<file path="config.mk">
export PLATFORM = sky130hd
export DESIGN_NAME = bcd_timer_ctrl
export DESIGN_NICKNAME = d
export VERILOG_FILES = /design/src/rtl/bcd_timer_ctrl.sv
export SDC_FILE = /design/constraint.sdc
export NUM_CORES = 1
export LEC_CHECK = 0
export CAP_MARGIN = 20
export CORE_MARGIN = 2
export CORE_UTILIZATION = 40
export DETAILED_ROUTE_END_ITERATION = 16
export PLACE_DENSITY = 0.63
export SKIP_CTS_REPAIR_TIMING = 1
export SLEW_MARGIN = 10
export SYNTH_ARGS = -nofsm -noshare
export SYNTH_HDL_FRONTEND = slang
export SYNTH_SLANG_ARGS = --single-unit
</file>
<file path="constraint.sdc">
create_clock -name clk -period 2.4 [get_ports clk]
set_clock_uncertainty 0.15 [all_clocks]
set_input_delay 0.24 -clock clk [delete_from_list [all_inputs] [get_ports clk]]
set_output_delay 0.24 -clock clk [all_outputs]
set_load 0.01 [all_outputs]
</file>
<file path="src/rtl/bcd_timer_ctrl.sv">
// Run/pause/stop sequencer for a cascade of NDIG BCD digits with prescaled count steps.
// Optional BCD_TIMER_AUTORELOAD_EN: reload the last loaded value after terminal instead of stopping.
module bcd_timer_ctrl #(
    parameter int NDIG     = 4,
    parameter int PRESCALE = 1000,
    parameter int PW       = 10
) (
    input  logic              clk,
    input  logic              rst,
    input  logic              start,
    input  logic              stop,
    input  logic              clear,
    input  logic              load,
    input  logic [4*NDIG-1:0] load_val,
    input  logic              dir,
    output logic [4*NDIG-1:0] digits,
    output logic [NDIG-1:0]   dig_en,
    output logic              step,
    output logic              running,
    output logic              done,
    output logic              term
);

    typedef enum logic [1:0] {S_IDLE, S_RUN, S_PAUSE, S_DONE} state_t;

    localparam logic [PW-1:0] PRE_MAX = PW'(PRESCALE - 1);
    localparam logic [PW-1:0] PRE_ONE = PW'(1);

    state_t            state_q, state_d;
    logic [PW-1:0]     pre_q, pre_d;
    logic              dir_q, dir_d;
    logic [4*NDIG-1:0] digits_q, digits_d;
    logic              term_q, term_d;

    logic [4*NDIG-1:0] load_sat, stepped, applied;
    logic [NDIG-1:0]   cascade;
    logic [3:0]        lim;
    logic              step_fire, hit;

`ifdef BCD_TIMER_AUTORELOAD_EN
    logic [4*NDIG-1:0] reload_q, reload_d;
    logic              at_term_q, at_term_d;
`endif

    // lim is both the carry/borrow digit and the terminal digit for the active direction.
    assign lim       = dir_q ? 4'd0 : 4'd9;
    assign step_fire = (state_q == S_RUN) && !clear && !load && !stop && (pre_q == PRE_MAX);

    // NOTE: every variable an always_comb writes gets a default first, so no path can infer a latch.
    always_comb begin
        load_sat   = '0;
        stepped    = digits_q;
        cascade    = '0;
        cascade[0] = 1'b1;
        for (int k = 1; k < NDIG; k++) begin
            cascade[k] = cascade[k-1] & (digits_q[4*(k-1) +: 4] == lim);
        end
        for (int k = 0; k < NDIG; k++) begin
            load_sat[4*k +: 4] = (load_val[4*k +: 4] > 4'd9) ? 4'd9 : load_val[4*k +: 4];
            if (cascade[k]) begin
                if (dir_q) begin
                    stepped[4*k +: 4] = (digits_q[4*k +: 4] == 4'd0) ? 4'd9 : digits_q[4*k +: 4] - 4'd1;
                end else begin
                    stepped[4*k +: 4] = (digits_q[4*k +: 4] == 4'd9) ? 4'd0 : digits_q[4*k +: 4] + 4'd1;
                end
            end
        end
`ifdef BCD_TIMER_AUTORELOAD_EN
        applied = at_term_q ? reload_q : stepped;
`else
        applied = stepped;
`endif
        hit = (applied == {NDIG{lim}});
    end

    always_comb begin
        state_d  = state_q;
        pre_d    = pre_q;
        dir_d    = dir_q;
        digits_d = digits_q;
        term_d   = 1'b0;
`ifdef BCD_TIMER_AUTORELOAD_EN
        reload_d  = reload_q;
        at_term_d = at_term_q;
`endif
        if (clear) begin
            digits_d = '0;
            state_d  = S_IDLE;
            pre_d    = '0;
`ifdef BCD_TIMER_AUTORELOAD_EN
            at_term_d = 1'b0;
`endif
        end else if (load) begin
            digits_d = load_sat;
            state_d  = S_IDLE;
            pre_d    = '0;
`ifdef BCD_TIMER_AUTORELOAD_EN
            reload_d  = load_sat;
            at_term_d = 1'b0;
`endif
        end else begin
            case (state_q)
                S_IDLE, S_PAUSE: begin
                    if (start && !stop) begin
                        state_d = S_RUN;
                        dir_d   = dir;
                        // A paused run resumes mid-period; a fresh run starts a full period.
                        if (state_q == S_IDLE) pre_d = '0;
                    end
                end
                S_RUN: begin
                    if (stop) begin
                        state_d = S_PAUSE;
                    end else if (step_fire) begin
                        pre_d    = '0;
                        digits_d = applied;
                        term_d   = hit;
`ifdef BCD_TIMER_AUTORELOAD_EN
                        at_term_d = hit;
`else
                        if (hit) state_d = S_DONE;
`endif
                    end else begin
                        pre_d = pre_q + PRE_ONE;
                    end
                end
                default: ;
            endcase
        end
    end

    // NOTE: sequential state uses non-blocking assignments so all registers update from pre-edge values.
    always_ff @(posedge clk) begin
        if (rst) begin
            state_q  <= S_IDLE;
            pre_q    <= '0;
            dir_q    <= 1'b0;
            digits_q <= '0;
            term_q   <= 1'b0;
`ifdef BCD_TIMER_AUTORELOAD_EN
            reload_q  <= '0;
            at_term_q <= 1'b0;
`endif
        end else begin
            state_q  <= state_d;
            pre_q    <= pre_d;
            dir_q    <= dir_d;
            digits_q <= digits_d;
            term_q   <= term_d;
`ifdef BCD_TIMER_AUTORELOAD_EN
            reload_q  <= reload_d;
            at_term_q <= at_term_d;
`endif
        end
    end

    assign digits  = digits_q;
    assign dig_en  = step_fire ? cascade : '0;
    assign step    = step_fire;
    assign running = (state_q == S_RUN);
    assign term    = term_q;
`ifdef BCD_TIMER_AUTORELOAD_EN
    assign done    = 1'b0;
`else
    assign done    = (state_q == S_DONE);
`endif

endmodule

</file>
==> run metrics <==
Post-Syn Area per Cell=between 7 and 8 sq um; # rows=28; DR iter-0 viols=160; Hold/Removal Path Class=flip-flop to flip-flop; total vias in the final route=2926; Post-Route WL=between 7 and 8 mm; critical path class=flip-flop to flip-flop; Final min period=2.50 ns; # IOs=47; failing checks=setup timing; DIE AREA=a little under 7000 sq um; Max VDD drop=between 200 and 300 uV; gpl congestion=0.886; clk root buf=clkbuf_8; Pre-antenna DRT Iters=5; Post-synth EDFFs=0; core box area=5990 sq um; Critical Path Max Stage Delay=roughly 0.41 ns; slew margin rel.=65.2%; Die W=83.1 um; commonest non-fill, non-tap cell in the layout=buf_4; I/O Buffers=46; HPWL Detailed=around 5.7 mm; FF+latch count, synth=30; Worst Tran Pin Value=about 0.52 ns; Total GRT Usage=approximately 22%; post-layout util=between 60% and 70%; Final Hold Vio Count=0; first-pass GRT wire length=12.9 mm; syn_nets=around 370; die height=83.1 um; RSZ-0062 raised after global routing=true; status=finished with violations; Post-Syn Instances=347; Async S/R FF share, synth=0%; initial antenna violation count=0; largest net degree at the start of global routing=29; Data required, critical path=around 2.4 ns; worst-path fanout max=8; Worst setup EP type=flip-flop; Seq/Total Area, Yosys=24.0%; Antenna Cells=0; vias in the first global route=2734; area grow syn2layout=47.1%; Final Cycle Share=104%; Worst Setup Slack, final=-0.0975 ns; wire per inst=15.3 um; CTS Buf Count=5; crit-path cells=or3b_4, a211o_4, o41ai_2, o31ai_2, or2_1, o2111ai_2, a211oi_2; Max stage delay cell, worst path=dfxtp_4; LEAKAGE=around 1.4 nW; Arr. time, crit path=2.51 ns; CTS Sinks=30; layout cells sized above 1=26.2%; CTS tree=yes; effective utilization at floorplan=41.8%; maximum clock rate=400 MHz; Placement Setup Slack=-0.393 ns; commonest cells after routing, fill and taps aside=buf_4, clkdlybuf4s50_1, nor2_1, dfxtp_1, o21ai_0; Main synth FF type=dfxtp_1; total gr overflow=0; DRC Markers=0; Slew Viols, Final=0; post-route ant nets=0; Setup Viol. Count Final=3; Unique masters post-synth=between 60 and 70; nets=approximately 470; vias per cell=5.65; worst skew pair latency=0.29 ns; max_cap viols=0; Clock Path Buffers=2; PwrDens=331 nW/um^2; crit path launch type=flip-flop; filler cell count=~540; Max H-tree Level=2; Yosys warning count=0; clock-pin slew on the worst setup and hold paths=0.07 ns; synthesized cell area=2500 sq um
## cell usage after synthesis (4+ instances only)
library cell	number	area, sq um
nor4_1	5	31.3
nor2_1	40	150
nand4_1	5	31.3
nand2b_1	9	56.3
xor2_1	5	43.8
inv_1	9	33.8
nand2_1	22	82.6
buf_2	5	25.0
nand3b_1	7	52.6
nand3_1	6	30.0
a31oi_1	6	37.5
a22oi_1	5	37.5
a21oi_1	25	125
clkbuf_1	19	71.3
nor2b_1	7	43.8
nor3_1	12	60.1
and2_1	5	31.3
o31ai_1	6	45.0
nor4b_1	4	35.0
o21ai_0	29	145
a41oi_1	5	43.8
dfxtp_1	30	601
xnor2_1	8	70.1
o21a_1	5	37.5
## registers in the layout (all words and copies together) (netlist names)
register / cells
dir_q: 1
digits: 16
term: 1
state_q: 2
pre_q: 10
## kinds of logic after synthesis
kind of cell / count (synthesis) / synth area share (%)
and+or+nand+nor: 146 / 31.8
AOI/OAI and AO/OA: 113 / 30.7
buffers and inverters: 41 / 7.30
DFF: 30 / 24.0
xor gates and xnor gates: 13 / 4.55
muxes: 3 / 1.20
adders and majority gates: 1 / 0.500
## stage by stage
stage / cells / total power [W] / cell area, sq um / hold slack (ns) / setup TNS [ns]
final: 518 / 0.00122 / 3680 / 0.342 / -0.181
after global placement: 506 / 0.000770 / 3430 / 0.320 / -2.64
after detailed placement: 506 / 0.000772 / 3430 / 0.334 / -2.82
after CTS: 514 / 0.00121 / 3520 / 0.344 / -3.10
after global routing: 518 / 0.00127 / 3680 / 0.390 / -0.621
after floorplan: 347 / 0.000652 / 2500 / 0.162 / 0
## critical path, delay by kind of cell (launching register included)
| kind | cells | cell delay [ns] |
|---|---|---|
| DFF | 1 | 0.41 |
| and+or+nand+nor | 2 | 0.70 |
| AOI/OAI and AO/OA | 5 | 1.11 |
## path summary, 6_finish.rpt
| path | startpoint | end | slack (ns) | depth (start not counted) |
|---|---|---|---|---|
| worst min register to register | pre_q[9] | pre_q[9] | 0.34 | 2 |
| worst max register to register | dir_q | state_q[1] | -0.1 | 7 |
| worst min-delay path | pre_q[9] | pre_q[9] | 0.34 | 2 |
| worst max-delay path | dir_q | state_q[1] | -0.1 | 7 |
## power breakdown
group / leakage (nW) / total [W] / internal, W / switching (W)
combinational: 1.06 / 0.000255 / 0.000131 / 0.000124
sequential: 0.245 / 0.000520 / 0.000506 / 0.0000137
clock: 0.0472 / 0.000444 / 0.000230 / 0.000213
total: 1.35 / 0.00122 / 0.000868 / 0.000351
## layer usage
metal	wire [um]	vias up	track usage (%)
li1	-	1467	-
met1	3900	1383	31.7
met2	3580	64	34.5
met3	282	12	3.08
met4	146	0	7.75
met5	0	-	0
## area by class of cell
class                           count  area [sq um]  area share [%]
Clock buffer                        6          82.6            2.24
Clock inverter                      2          12.5           0.340
Inverter                           10          40.0            1.09
Multi-Input combinational cell    276          1830            49.8
Sequential cell                    30           607            16.5
Tap cell                           75          93.8            2.55
Timing Repair Buffer              119          1010            27.5
Power figures use the tool's default switching activity.
